==> src/rtl/flow_ctrl_pkg.sv <==
// Shared state codes and error_src bit-position helpers for the flow-control engine.
package flow_ctrl_pkg;

    typedef enum logic [2:0] {
        StReset  = 3'd0,
        StInit   = 3'd1,
        StIdle   = 3'd2,
        StActive = 3'd3,
        StError  = 3'd4
    } state_e;

    localparam int unsigned MF_IDX = 0;

    function automatic int unsigned vc_base();
        return 1;
    endfunction

    function automatic int unsigned d_base(input int unsigned num_vc);
        return 1 + num_vc;
    endfunction

    function automatic int unsigned num_ch(input int unsigned num_vc, input int unsigned num_d);
        return 1 + num_vc + num_d;
    endfunction

endpackage

==> src/rtl/fifo_occ_tracker.sv <==
// Occupancy counter for one FIFO: overflow/underflow detection and registered almost-full pause.
module fifo_occ_tracker
    import flow_ctrl_pkg::*;
#(
    parameter int unsigned DEPTH = 8,
    parameter int unsigned UMB_W = 4
) (
    input  logic             clk,
    input  logic             rst,
    input  logic             i_en,
    input  logic             i_clear,
    input  logic             i_force_pause,
    input  logic             i_push,
    input  logic             i_pop,
    input  logic [UMB_W-1:0] i_umbral,
    output logic             o_pause,
    output logic             o_nonzero_next,
    output logic             o_ovf,
    output logic             o_unf
);

    localparam int unsigned CW = $clog2(DEPTH) + 1;
    localparam logic [CW-1:0] FULL = CW'(DEPTH);

    logic [CW-1:0] r_cnt;
    logic [CW-1:0] w_cnt_next;
    logic          r_pause;
    logic          w_full;
    logic          w_empty;
    logic          w_pause_next;

    always_comb begin
        w_full  = (r_cnt == FULL);
        w_empty = (r_cnt == '0);
        o_ovf   = i_en && i_push && !i_pop && w_full;
        // A pop on empty is an underflow even when a push arrives in the same cycle.
        o_unf   = i_en && i_pop && w_empty;

        w_cnt_next = r_cnt;
        if (i_clear) begin
            w_cnt_next = '0;
        end else if (i_en && !o_ovf && !o_unf) begin
            if (i_push && !i_pop) begin
                w_cnt_next = r_cnt + 1'b1;
            end else if (i_pop && !i_push) begin
                w_cnt_next = r_cnt - 1'b1;
            end
        end
        o_nonzero_next = (w_cnt_next != '0);

        if (32'(i_umbral) >= DEPTH) begin
            w_pause_next = 1'b1;
        end else begin
            w_pause_next = (32'(w_cnt_next) + 32'(i_umbral) >= DEPTH);
        end
    end

    always_ff @(posedge clk or posedge rst) begin
        if (rst) begin
            r_cnt   <= '0;
            r_pause <= 1'b1;
        end else begin
            r_cnt   <= w_cnt_next;
            r_pause <= i_force_pause | w_pause_next;
        end
    end

    assign o_pause = r_pause;

endmodule

==> src/rtl/flow_ctrl_fsm.sv <==
// Flow-control engine: per-FIFO occupancy trackers, threshold capture, status FSM and
// sticky error-source register.
module flow_ctrl_fsm
    import flow_ctrl_pkg::*;
#(
    parameter int unsigned NUM_VC   = 2,
    parameter int unsigned NUM_D    = 2,
    parameter int unsigned DEPTH_MF = 8,
    parameter int unsigned DEPTH_VC = 16,
    parameter int unsigned DEPTH_D  = 4,
    parameter int unsigned UMB_W    = 4
) (
    input  logic                    clk,
    input  logic                    reset,
    input  logic                    init,
    input  logic [UMB_W-1:0]        umbral_MFs,
    input  logic [UMB_W-1:0]        umbral_VCs,
    input  logic [UMB_W-1:0]        umbral_Ds,
    input  logic                    mf_push,
    input  logic                    mf_pop,
    input  logic [NUM_VC-1:0]       vc_push,
    input  logic [NUM_VC-1:0]       vc_pop,
    input  logic [NUM_D-1:0]        d_push,
    input  logic [NUM_D-1:0]        d_pop,
    output logic                    pause_mf,
    output logic [NUM_VC-1:0]       pause_vc,
    output logic [NUM_D-1:0]        pause_d,
    output logic                    idle_out,
    output logic                    active_out,
    output logic                    error_out,
    output logic [2:0]              state_out,
    output logic [NUM_VC+NUM_D:0]   error_src
);

    localparam int unsigned NCH     = num_ch(NUM_VC, NUM_D);
    localparam int unsigned VC_BASE = vc_base();
    localparam int unsigned D_BASE  = d_base(NUM_VC);

    state_e           r_state;
    state_e           w_state_next;
    logic [UMB_W-1:0] r_umb_mf, r_umb_vc, r_umb_d;
    logic [UMB_W-1:0] w_umb_mf, w_umb_vc, w_umb_d;
    logic [NCH-1:0]   w_ovf, w_unf, w_nz, w_pause, w_err;
    logic [NCH-1:0]   r_err_src;
    logic             r_idle, r_active, r_error;
    logic             w_track, w_clear, w_capture, w_force_pause;

    assign w_track   = (r_state == StInit) || (r_state == StIdle) || (r_state == StActive);
    assign w_clear   = (r_state == StReset);
    assign w_capture = (r_state == StInit) && init;

    // Pause on the capture edge must already use the freshly latched thresholds.
    assign w_umb_mf = w_capture ? umbral_MFs : r_umb_mf;
    assign w_umb_vc = w_capture ? umbral_VCs : r_umb_vc;
    assign w_umb_d  = w_capture ? umbral_Ds  : r_umb_d;
    assign w_err    = w_ovf | w_unf;

    always_comb begin
        w_state_next = r_state;
        case (r_state)
            StReset: w_state_next = StInit;
            StInit: begin
                if (|w_err) begin
                    w_state_next = StError;
                end else if (init) begin
                    w_state_next = (|w_nz) ? StActive : StIdle;
                end
            end
            StIdle, StActive: begin
                if (|w_err) begin
                    w_state_next = StError;
                end else begin
                    w_state_next = (|w_nz) ? StActive : StIdle;
                end
            end
            StError: w_state_next = StError;
            default: w_state_next = StReset;
        endcase
    end

    assign w_force_pause = (w_state_next == StReset) || (w_state_next == StInit) ||
                           (w_state_next == StError);

    fifo_occ_tracker #(
        .DEPTH (DEPTH_MF),
        .UMB_W (UMB_W)
    ) u_mf (
        .clk            (clk),
        .rst            (reset),
        .i_en           (w_track),
        .i_clear        (w_clear),
        .i_force_pause  (w_force_pause),
        .i_push         (mf_push),
        .i_pop          (mf_pop),
        .i_umbral       (w_umb_mf),
        .o_pause        (w_pause[MF_IDX]),
        .o_nonzero_next (w_nz[MF_IDX]),
        .o_ovf          (w_ovf[MF_IDX]),
        .o_unf          (w_unf[MF_IDX])
    );

    for (genvar i = 0; i < NUM_VC; i++) begin : g_vc
        fifo_occ_tracker #(
            .DEPTH (DEPTH_VC),
            .UMB_W (UMB_W)
        ) u_vc (
            .clk            (clk),
            .rst            (reset),
            .i_en           (w_track),
            .i_clear        (w_clear),
            .i_force_pause  (w_force_pause),
            .i_push         (vc_push[i]),
            .i_pop          (vc_pop[i]),
            .i_umbral       (w_umb_vc),
            .o_pause        (w_pause[VC_BASE+i]),
            .o_nonzero_next (w_nz[VC_BASE+i]),
            .o_ovf          (w_ovf[VC_BASE+i]),
            .o_unf          (w_unf[VC_BASE+i])
        );
    end

    for (genvar i = 0; i < NUM_D; i++) begin : g_d
        fifo_occ_tracker #(
            .DEPTH (DEPTH_D),
            .UMB_W (UMB_W)
        ) u_d (
            .clk            (clk),
            .rst            (reset),
            .i_en           (w_track),
            .i_clear        (w_clear),
            .i_force_pause  (w_force_pause),
            .i_push         (d_push[i]),
            .i_pop          (d_pop[i]),
            .i_umbral       (w_umb_d),
            .o_pause        (w_pause[D_BASE+i]),
            .o_nonzero_next (w_nz[D_BASE+i]),
            .o_ovf          (w_ovf[D_BASE+i]),
            .o_unf          (w_unf[D_BASE+i])
        );
    end

    always_ff @(posedge clk or posedge reset) begin
        if (reset) begin
            r_state   <= StReset;
            r_umb_mf  <= '0;
            r_umb_vc  <= '0;
            r_umb_d   <= '0;
            r_idle    <= 1'b0;
            r_active  <= 1'b0;
            r_error   <= 1'b0;
            r_err_src <= '0;
        end else begin
            r_state  <= w_state_next;
            r_idle   <= (w_state_next == StIdle);
            r_active <= (w_state_next == StActive);
            r_error  <= (w_state_next == StError);
            if (w_capture) begin
                r_umb_mf <= umbral_MFs;
                r_umb_vc <= umbral_VCs;
                r_umb_d  <= umbral_Ds;
            end
            if (w_track) begin
                r_err_src <= r_err_src | w_err;
            end
        end
    end

    assign pause_mf   = w_pause[MF_IDX];
    assign pause_vc   = w_pause[VC_BASE +: NUM_VC];
    assign pause_d    = w_pause[D_BASE +: NUM_D];
    assign idle_out   = r_idle;
    assign active_out = r_active;
    assign error_out  = r_error;
    assign state_out  = r_state;
    assign error_src  = r_err_src;

endmodule

==> config.mk <==
export PLATFORM = sky130hd
export DESIGN_NAME = flow_ctrl_fsm
export DESIGN_NICKNAME = d
export VERILOG_FILES = /design/src/rtl/flow_ctrl_pkg.sv /design/src/rtl/fifo_occ_tracker.sv /design/src/rtl/flow_ctrl_fsm.sv
export SDC_FILE = /design/constraint.sdc
export NUM_CORES = 1
export LEC_CHECK = 0
export BUFFER_PORTS_ARGS = -buffer_cell sky130_fd_sc_hd__buf_2
export CELL_PAD_IN_SITES_DETAIL_PLACEMENT = 2
export CELL_PAD_IN_SITES_GLOBAL_PLACEMENT = 2
export CORE_MARGIN = 1
export CORE_UTILIZATION = 33
export DETAILED_ROUTE_END_ITERATION = 10
export GPL_TIMING_DRIVEN = 1
export PLACE_DENSITY_LB_ADDON = 0.25
export REMOVE_ABC_BUFFERS = 1
export SYNTH_ARGS = -nofsm -noshare
export SYNTH_HDL_FRONTEND = slang
export SYNTH_SLANG_ARGS = --single-unit
==> constraint.sdc <==
create_clock -name clk -period 3.1 [get_ports clk]
set_clock_uncertainty 0.15 [all_clocks]
set_input_delay 0.775 -clock clk [delete_from_list [all_inputs] [get_ports clk]]
set_output_delay 0.775 -clock clk [all_outputs]
set_load 0.05 [all_outputs]
==> out/results.tsv, run 1 <==
stage	metric	value	unit
global_routing	first-pass GRT wire length	16500	um
die	Die Y	103	um
die	row count	36	
route	Via Count	3015	
finish	Layout Utilization	0.436	
worst_setup_path	r2r startpoint	g_d[0].u_d.r_cnt[0]	
worst_setup_path	Crit Path Max Fanout	2	
pwr	Design Power	4.04	mW
timing	final slew viol count	0	
logic_synthesis	Syn Inst Count	344	
placed_design	RePlAce Congestion	0.848	
placed_design	Detailed Place HPWL	8040	um
timing	maximum clock rate	0.324	GHz
route	post-route ant nets	0	
global_routing	largest net degree at the start of global routing	49	
finish	share of layout cells above drive strength 1	0.358	
logic_synthesis	Synth Flop Type	dfrtp_1	
global_routing	vias in the first global route	3208	
worst_setup_path	Worst path slowest cell	or4b_2	
cts	CTS sink cnt	48	
finish	area grow syn2layout	27.8	%
placed_design	# port buffers	40	
global_routing	initial antenna violation count	0	
timing	Hold Vio Cnt, Final	0	
route	DRC Markers	0	
route	post-DR wirelength/cell	19.4	um
worst_setup_path	critical-path cell list	inv_2 -> ha_4 -> or4b_2 -> a21oi_2 -> o21ai_2 -> buf_4 -> fa_2 -> a2111oi_4 -> a21oi_1 -> or3_1	
hold_path	Hold Startpoint	error_src[0]	
timing	worst slew pin tran	0.645	ns
timing	min Tclk post-route	3.08	ns
pwr	Peak VDD IR	0.331	mV
run	max cap viols	0	
timing	Slew headroom	0.570	
cts	CTS root buf	clkbuf_8	
die	# IOs	41	
logic_synthesis	Post-Syn Area per Cell	9.70	um^2
pwr	pwr/cell area	948	mW/mm^2
route	drt via density	5.30	
pwr	Leak	1.98	nW
die	Initial Utilization	0.341	
global_routing	Global Route Usage Sum	0.210	
timing	setup violators final	0	
cts	CTS tree	built	
route	Routed WL	11100	um
worst_setup_path	crit end category	flip-flop	
logic_synthesis	Seq cells post-synth	48	
status	run status	completed	
finish	commonest non-fill, non-tap cell in the layout	buf_4	
finish	commonest cells after routing, fill and taps aside	62 x buf_4, 42 x dfrtp_1, 40 x buf_2	
finish	ant diodes	0	
die	area of the core	0.00977	mm^2
worst_setup_path	critical path class	flip-flop to flip-flop	
timing	Tcrit/Tclk final	0.995	
finish	Non-Filler Instances	569	
die	die area	0.0105	mm^2
cts	TritonCTS Buffers	5	
worst_setup_path	crit path from	g_d[0].u_d.r_cnt[0]	
worst_setup_path	CP Launch Type	flip-flop	
cts	H-tree depth	2	
cts	Worst-path clk slew	0.10	ns
logic_synthesis	sequential-to-total area share from yosys stat	0.362	
logic_synthesis	synth unique cells	67	
logic_synthesis	Post-synth EDFFs	0	
worst_setup_path	CP Data Required Time	3.20	ns
route	drt first pass iters	4	
worst_setup_path	Critical Path Max Stage Delay	0.66	ns
route	Iteration-0 DRC Markers	76	
finish	fin nets	494	
die	Die Wd	103	um
logic_synthesis	Async SR Flop Fraction	1.00	
logic_synthesis	Mapped Area	0.00334	mm^2
worst_setup_path	crit path DAT	3.19	ns
logic_synthesis	YS warnings	0	
placed_design	Post-Place Worst Slack	-0.447	ns
cts	hold buffers post-CTS	0	
cts	CTS max path bufs	2	
cts	Clk Latency, worst-skew pair	0.32	ns
timing	fin worst setup slack	0.0157	ns
hold_path	Hold Path Class	flip-flop to flip-flop	
placed_design	placed cell count	558	
global_routing	total gr overflow	0	
[path summary, 6_finish.rpt]
| check | end | slack, ns | cells past startpoint |
|---|---|---|---|
| max | g_d[0].u_d.o_pause | 0.02 | 10 |
| min reg2reg | error_src[0] | 0.32 | 1 |
| min | error_src[0] | 0.32 | 1 |
| max in group asynchronous | u_mf.r_cnt[0] | 1.88 | 3 |
| min in group asynchronous | r_umb_d[3] | 0.47 | 3 |
| max reg2reg | g_d[0].u_d.o_pause | 0.02 | 10 |
[layer usage]
| metal | share of wire | GRT usage | routed length [um] | vias to the layer above |
|---|---|---|---|---|
| met5 | 0 | 0 | 0 | - |
| met4 | 0.017 | 0.0538 | 189 | 0 |
| met3 | 0.024 | 0.0258 | 261 | 19 |
| met2 | 0.51 | 0.378 | 5600 | 57 |
| met1 | 0.45 | 0.265 | 5000 | 1514 |
| li1 | - | - | - | 1425 |
[Yosys cell counts, drive strengths merged, types with 3 or more instances]
cell type	instances	area, um^2
a21o	9	67.6
o311ai	3	26.3
nand2	16	62.6
inv	26	97.6
dfrtp	43	1080
and3b	5	45.0
nor4	7	43.8
a2111oi	4	41.3
a21oi	17	85.1
nand3b	6	45.0
nor2	18	67.6
nor3	8	51.3
o31ai	5	37.5
clkbuf	13	48.8
ha	31	388
o21ai	14	70.1
nor4b	5	43.8
a31oi	3	18.8
nor2b	6	37.5
buf	5	41.3
mux2i	4	40.0
dfstp	5	131
o211ai	3	22.5
nand3	6	30.0
or3	5	36.3
or2	3	18.8
mux2	10	113
fa	3	60.1
nand2b	8	50.1
xnor2	6	52.6
and2	6	38.8
o21a	3	22.5
[critical path: cells and delay by family, from the launching register on]
kind | cells | cell delay (ns)
compound gates | 4 | 0.63
fa+ha+maj | 2 | 0.61
simple gates | 2 | 0.97
buf+inv | 2 | 0.25
flops | 1 | 0.41
[where the power goes]
part           internal, mW  total, mW  switching, mW
Sequential            0.851       1.05          0.196
Combinational          1.10       2.58           1.48
Clock                 0.181      0.421          0.239
Total                  2.13       4.04           1.92
[through the flow]
stage	area [um^2]	TNS, ns	hold WS [ns]
floorplan	3250	-1.15	0.316
global placement	4060	-0.766	0.286
detailed placement	4060	-1.24	0.296
CTS	4180	0	0.322
global route	4260	-0.206	0.334
finish	4260	0	0.318
[registers in the layout (all words and copies together), names as in the netlist]
signal             flops
active_out             1
error_out              1
error_src              5
g_d.u_d.o_pause        2
g_d.u_d.r_cnt          6
g_vc.u_vc.o_pause      2
g_vc.u_vc.r_cnt       10
idle_out               1
r_umb_d                4
r_umb_mf               4
r_umb_vc               4
state_out              3
u_mf.o_pause           1
u_mf.r_cnt             4
[layout make-up]
type                       count  area, um^2
sequential                    48        1210
fill                        1090        5510
inverter                      26        97.6
clock inverter                 2        15.0
timing repair buffer         102         666
tap                          133         166
multi-input combinational    252        2030
clock buffer                   6        82.6
[cell families (layout without fill, tap and decap cells)]
family          Yosys count  count (layout)  synth area share
buf+inv                  44             136            0.0563
xor+xnor                  8               8            0.0210
mux                      14              14            0.0458
fa+ha+maj                34              34             0.134
flops                    48              48             0.362
compound gates           84              84             0.177
simple gates            112             112             0.204
[timing repair]
item                                    CTS  global route
endpoints found under the setup margin    2             4
hold endpoints to repair                  0             0
setup buffers                             1             2
gates resized for setup                   7            14
pin swaps                                 3             3
Power figures use the tool's default switching activity.
==> run 2: changes to the inputs <==
--- a/config.mk
+++ b/config.mk
@@ -9,11 +9,12 @@
 export CELL_PAD_IN_SITES_DETAIL_PLACEMENT = 2
 export CELL_PAD_IN_SITES_GLOBAL_PLACEMENT = 2
 export CORE_MARGIN = 1
-export CORE_UTILIZATION = 33
+export CORE_UTILIZATION = 34
 export DETAILED_ROUTE_END_ITERATION = 10
 export GPL_TIMING_DRIVEN = 1
 export PLACE_DENSITY_LB_ADDON = 0.25
 export REMOVE_ABC_BUFFERS = 1
 export SYNTH_ARGS = -nofsm -noshare
 export SYNTH_HDL_FRONTEND = slang
+export SYNTH_HIERARCHICAL = 1
 export SYNTH_SLANG_ARGS = --single-unit
==> run 2 against run 1 <==
Effect of this change:
- power grew 5.5%
- design area shrank 2.4%
- final cell count shrank 4.0%
- sequential share of layout area grew 0.70 points
- area after synthesis grew 1.4%
- combinational power grew 9.7%
- count of clock-buffer cells in the layout grew 1
- critical path depth is the same
- sequential cell count is the same
- maximum frequency grew 2.3%
==> out/results.tsv, run 2 <==
stage	metric	value	unit
finish	Fill cells	1078	
die	Die Y	102	um
route	Routed WL	9490	um
timing	setup violators final	0	
worst_setup_path	cells on worst reg2reg path	11	
die	die area	0.0104	mm^2
worst_setup_path	Crit Path Max Fanout	2	
route	drt first pass iters	4	
pwr	clock share of power	0.094	
finish	area grow syn2layout	23.0	%
timing	final slew viol count	0	
finish	commonest cells after routing, fill and taps aside	42 x dfrtp_1, 40 x buf_2, 37 x buf_4	
global_routing	Global Route Usage Sum	0.195	
finish	ant diodes	0	
placed_design	Detailed Place HPWL	7530	um
logic_synthesis	YS warnings	6	
cts	hold buffers post-CTS	0	
pwr	Peak VDD IR	0.351	mV
finish	register bank with the most flops	g_vc.u_vc/r_cnt	
finish	share of layout cells above drive strength 1	0.361	
cts	H-tree depth	2	
cts	Worst-path clk slew	0.09	ns
timing	worst slew pin tran	0.538	ns
finish	commonest non-fill, non-tap cell in the layout	dfrtp_1	
timing	min Tclk post-route	3.02	ns
timing	WHS	0.298	ns
logic_synthesis	top post-synthesis cells by count	43 x dfrtp_1, 31 x nor2_1, 30 x inv_1	
logic_synthesis	Compound-Gate Fraction of Synth Area	0.151	
timing	fin worst setup slack	0.0837	ns
global_routing	initial antenna violation count	0	
route	max layer used	met4	
pwr	Logic pwr share	0.663	
pwr	Flop pwr share	0.244	
logic_synthesis	Seq cells post-synth	48	
cts	CTS root buf	clkbuf_8	
route	post-route ant nets	0	
global_routing	vias in the first global route	3100	
worst_setup_path	worst reg2reg setup slack	0.10	ns
pwr	pwr/cell area	1030	mW/mm^2
finish	number of flip-flops in the largest register	10	
logic_synthesis	Synth area leader	dfrtp_1	
route	post-DR wirelength/cell	17.4	um
logic_synthesis	adder-cell area share of the yosys netlist	0.125	
pwr	Sw Share	0.472	
cts	TritonCTS Buffers	5	
logic_synthesis	largest family of logic cells by synthesized area	simple AND/OR/NAND/NOR gates	
route	routed wl met2	4980	um
worst_setup_path	reg2reg end	idle_out	
worst_setup_path	crit path DAT	3.08	ns
route	DRT met1 WL	4110	um
worst_setup_path	critical path class	primary input to flip-flop	
timing	Final TNS setup	0	ns
cts	CTS max path bufs	2	
logic_synthesis	most frequent cell after synthesis	dfrtp_1	
logic_synthesis	xor and xnor area share after synthesis	0.0329	
timing	Tcrit/Tclk final	0.973	
pwr	Sw Pwr	2.01	mW
placed_design	# port buffers	40	
logic_synthesis	sequential-to-total area share from yosys stat	0.357	
timing	Slew headroom	0.641	
die	# IOs	41	
timing	unrepaired setup endpoints after global routing	true	
placed_design	Post-Place Worst Slack	-0.366	ns
finish	Final Cell Area	0.00416	mm^2
route	DR WL met3	259	um
logic_synthesis	share of the synthesized area in the top cell type	0.318	
pwr	Design Power	4.27	mW
route	drt via density	5.17	
timing	Hold Vio Cnt, Final	0	
logic_synthesis	Post-synth EDFFs	0	
global_routing	largest net degree at the start of global routing	21	
route	DRC Markers	0	
worst_setup_path	CP Launch Type	primary input	
cts	CTS sink cnt	48	
timing	maximum clock rate	0.332	GHz
die	area of the core	0.00973	mm^2
die	row count	36	
logic_synthesis	synth unique cells	61	
hold_path	Hold Path Class	primary input to async pin	
die	Initial Utilization	0.348	
global_routing	total gr overflow	0	
placed_design	RePlAce Congestion	0.798	
worst_setup_path	CP Data Required Time	3.17	ns
logic_synthesis	Synth Area in Simple Gates	0.236	
pwr	Leak	1.94	nW
worst_setup_path	crit end category	flip-flop	
logic_synthesis	Syn Inst Count	331	
route	Iteration-0 DRC Markers	81	
cts	Clk Latency, worst-skew pair	0.30	ns
pwr	Internal	2.25	mW
logic_synthesis	Async SR Flop Fraction	1.00	
route	Via Count	2821	
run	max cap viols	0	
worst_setup_path	r2r startpoint	state_out[1]	
logic_synthesis	Post-Syn Area per Cell	10.2	um^2
logic_synthesis	Mapped Area	0.00338	mm^2
cts	CTS tree	built	
status	run status	completed	
global_routing	first-pass GRT wire length	15500	um
logic_synthesis	Synth Flop Type	dfrtp_1	
logic_synthesis	mux cell area share after synthesis	0.0588	
finish	fin nets	469	
placed_design	Area after DPL	0.00398	mm^2
logic_synthesis	Synth area leaders	dfrtp_1 32%, ha_1 11%, mux2_2 5.0%, dfstp_2 3.9%, nor2_1 3.4%	
die	Die Wd	102	um
[run 2: cell type report]
cell class	count	area [um^2]	area share
Clock buffer	7	86.3	0.0207
Timing Repair Buffer	77	478	0.115
Clock inverter	1	7.51	0.00180
Inverter	30	113	0.0271
Tap cell	133	166	0.0400
Multi-Input combinational cell	250	2100	0.505
Sequential cell	48	1210	0.290
[run 2: what timing repair did]
action | CTS | global route
resized for setup | 7 | 7
gates cloned | 0 | 0
buffers inserted | 2 | 2
pin swaps | 2 | 3
setup endpoints to repair | 1 | 6
hold endpoints to repair | 0 | 0
[run 2: cells by family (layout without fill, tap and decap cells)]
family,count (synthesis),after routing
AOI/OAI and AO/OA,60,60
xor gates and xnor gates,11,11
adders and majority gates,32,32
buffers and inverters,33,115
DFF,48,48
muxes,18,18
and+or+nand+nor,129,129
[run 2: worst max-delay path by stage]
stage	startpoint	to	slack, ns	cells past startpoint
2_1_floorplan	state_out[2]	idle_out	-1.24	6
6_report	vc_push[1]	idle_out	0.08	10
3_3_place_gp	vc_push[1]	idle_out	-0.26	10
5_1_grt	state_out[1]	g_vc[0].u_vc/o_pause	0.007	10
4_1_cts	state_out[1]	idle_out	0.01	11
3_5_place_dp	vc_push[1]	idle_out	-0.37	10
[run 2: metrics by stage]
| step | cells | util |
|---|---|---|
| after floorplan | 328 | - |
| after global placement | 534 | 0.409 |
| after detailed placement | 534 | 0.409 |
| after CTS | 544 | 0.423 |
| after global routing | 546 | 0.428 |
| final | 546 | 0.428 |
[run 2: power groups by stage]
stage / sequential (mW) / clock [mW] / combinational [mW]
after floorplan: 1.28 / 0 / 1.56
after global placement: 1.04 / 0 / 2.57
after detailed placement: 1.05 / 0 / 2.71
after CTS: 1.04 / 0.420 / 2.78
after global routing: 1.07 / 0.439 / 3.09
final: 1.04 / 0.399 / 2.83
[run 2: routing by layer]
metal,global-route usage,vias to the layer above
met3,0.0352,11
met4,0.0513,0
li1,-,1333
met5,0,-
met1,0.227,1430
met2,0.365,47
[run 2: worst max-delay path: stages]
cell and delay, ns:
buf_2 0.11, nand2b_4 0.15, or4_4 0.42, a22oi_2 0.17
xnor2_1 0.18, a21oi_1 0.10, or4_4 0.42, or4_4 0.45
nor2_4 0.11, nor4b_4 0.19
==> run 3: changes to the inputs <==
--- a/config.mk
+++ b/config.mk
@@ -5,7 +5,7 @@
 export SDC_FILE = /design/constraint.sdc
 export NUM_CORES = 1
 export LEC_CHECK = 0
-export BUFFER_PORTS_ARGS = -buffer_cell sky130_fd_sc_hd__buf_2
+export BUFFER_PORTS_ARGS = -buffer_cell sky130_fd_sc_hd__clkbuf_2
 export CELL_PAD_IN_SITES_DETAIL_PLACEMENT = 2
 export CELL_PAD_IN_SITES_GLOBAL_PLACEMENT = 2
 export CORE_MARGIN = 1
==> run 3 against run 2 <==
Effect of this change:
- the run now ends with setup timing left
- power grew 1.4%
- design area increased by 0.42%
- sequential cell count is the same
- global-route usage shrank 0.077 points
- hold slack improved by 0.0077 ns
- combinational power hardly changed
- critical endpoint unchanged
==> out/results.tsv, run 3 (synthesis results as in run 2) <==
stage	metric	value	unit
global_routing	largest net degree at the start of global routing	33	
placed_design	# port buffers	40	
placed_design	Post-Place Worst Slack	-0.325	ns
worst_setup_path	Crit Path Max Fanout	3	
worst_setup_path	crit path from	vc_pop[1]	
placed_design	Detailed Place HPWL	7510	um
die	die area	0.0104	mm^2
route	post-DR wirelength/cell	17.2	um
global_routing	vias in the first global route	3009	
global_routing	Global Route Usage Sum	0.194	
route	post-route ant nets	0	
pwr	Leak	1.96	nW
pwr	Peak VDD IR	0.309	mV
die	row count	36	
timing	fin worst setup slack	-0.00355	ns
status	run status	finished, violations left	
global_routing	initial antenna violation count	0	
finish	commonest cells after routing, fill and taps aside	41 x dfrtp_1, 40 x clkbuf_2, 34 x buf_4	
timing	worst slew pin tran	0.554	ns
cts	Worst-path clk slew	0.09	ns
finish	fin nets	467	
worst_setup_path	crit path DAT	3.17	ns
timing	final slew viol count	0	
finish	share of layout cells above drive strength 1	0.358	
pwr	pwr/cell area	1030	mW/mm^2
worst_setup_path	r2r startpoint	state_out[1]	
global_routing	total gr overflow	0	
timing	WHS	0.305	ns
finish	ant diodes	0	
route	drt first pass iters	4	
placed_design	RePlAce Congestion	0.807	
finish	area grow syn2layout	23.5	%
cts	CTS tree	built	
timing	Hold Vio Cnt, Final	0	
cts	H-tree depth	2	
timing	min Tclk post-route	3.10	ns
run	max cap viols	0	
finish	register bank with the most flops	g_vc.u_vc/r_cnt	
timing	Slew headroom	0.631	
die	area of the core	0.00973	mm^2
cts	CTS max path bufs	2	
global_routing	first-pass GRT wire length	15300	um
die	Initial Utilization	0.348	
timing	maximum clock rate	0.322	GHz
die	Die Y	102	um
timing	Tcrit/Tclk final	1.00	
cts	TritonCTS Buffers	5	
route	Via Count	2764	
finish	number of flip-flops in the largest register	10	
finish	Fill cells	1052	
finish	commonest non-fill, non-tap cell in the layout	dfrtp_1	
timing	unrepaired setup endpoints after global routing	true	
worst_setup_path	CP Data Required Time	3.17	ns
cts	Clk Latency, worst-skew pair	0.31	ns
route	Routed WL	9370	um
status	failing checks	setup timing	
worst_setup_path	CP Launch Type	primary input	
timing	setup violators final	1	
route	DRC Markers	0	
worst_setup_path	crit end category	flip-flop	
worst_setup_path	critical path class	primary input to flip-flop	
die	Die Wd	102	um
cts	CTS root buf	clkbuf_8	
cts	CTS sink cnt	48	
route	drt via density	5.08	
route	Iteration-0 DRC Markers	42	
hold_path	Hold Path Class	primary input to async pin	
die	# IOs	41	
run 3: repair_timing:
item / in CTS / in global routing
pin swaps: 1 / 4
hold buffers: 0 / 0
gates resized for setup: 4 / 9
endpoints found under the setup margin: 1 / 7
buffers inserted: 0 / 4
run 3: through the flow:
| step | instance area, um^2 | TNS [ns] | instances | total power, mW | util |
|---|---|---|---|---|---|
| global route | 4180 | -0.255 | 544 | 4.67 | 0.430 |
| CTS | 4110 | 0 | 540 | 4.29 | 0.423 |
| detailed placement | 3980 | -1.03 | 532 | 3.75 | 0.409 |
| global placement | 3980 | -0.640 | 532 | 3.59 | 0.409 |
| floorplan | 3360 | -8.85 | 328 | 2.84 | - |
| finish | 4180 | -0.00355 | 544 | 4.32 | 0.430 |
run 3: final cells by class:
class | count | area, um^2 | area share
multi-input combinational | 250 | 2090 | 0.501
sequential | 48 | 1210 | 0.290
timing repair buffer | 75 | 475 | 0.114
tap | 133 | 166 | 0.0398
inverter | 30 | 113 | 0.0269
clock buffer | 6 | 82.6 | 0.0198
clock inverter | 2 | 38.8 | 0.00928
run 3: worst paths after layout:
check,to,slack [ns],cells after the start
setup / recovery,idle_out,-0.004,11
hold / removal,g_d[0].u_d/r_cnt[0],0.31,2
setup reg to reg,idle_out,0.01,11
hold reg to reg,error_src[2],0.33,1
max in group asynchronous,error_src[2],1.79,3
min in group clk,error_src[2],0.33,1
run 3: worst max-delay path: stages:
cell	delay [ns]
clkbuf_2	0.10
buf_4	0.13
nor2b_1	0.24
nand4_1	0.15
a22oi_1	0.21
xnor2_1	0.17
nor2_1	0.09
or4_1	0.48
or4_4	0.51
nor2_4	0.11
nor4b_4	0.20
run 3: routing by layer:
metal,track usage,routed length [um]
met5,0,0
met4,0.0435,76
met3,0.0283,205
met2,0.362,5040
met1,0.234,4040
run 3: where the power goes:
group / leakage (nW) / switching (mW) / internal, mW / total (mW)
clock: 0.0614 / 0.220 / 0.264 / 0.484
combinational: 1.31 / 1.63 / 1.17 / 2.80
sequential: 0.585 / 0.165 / 0.879 / 1.04
total: 1.96 / 2.01 / 2.31 / 4.32
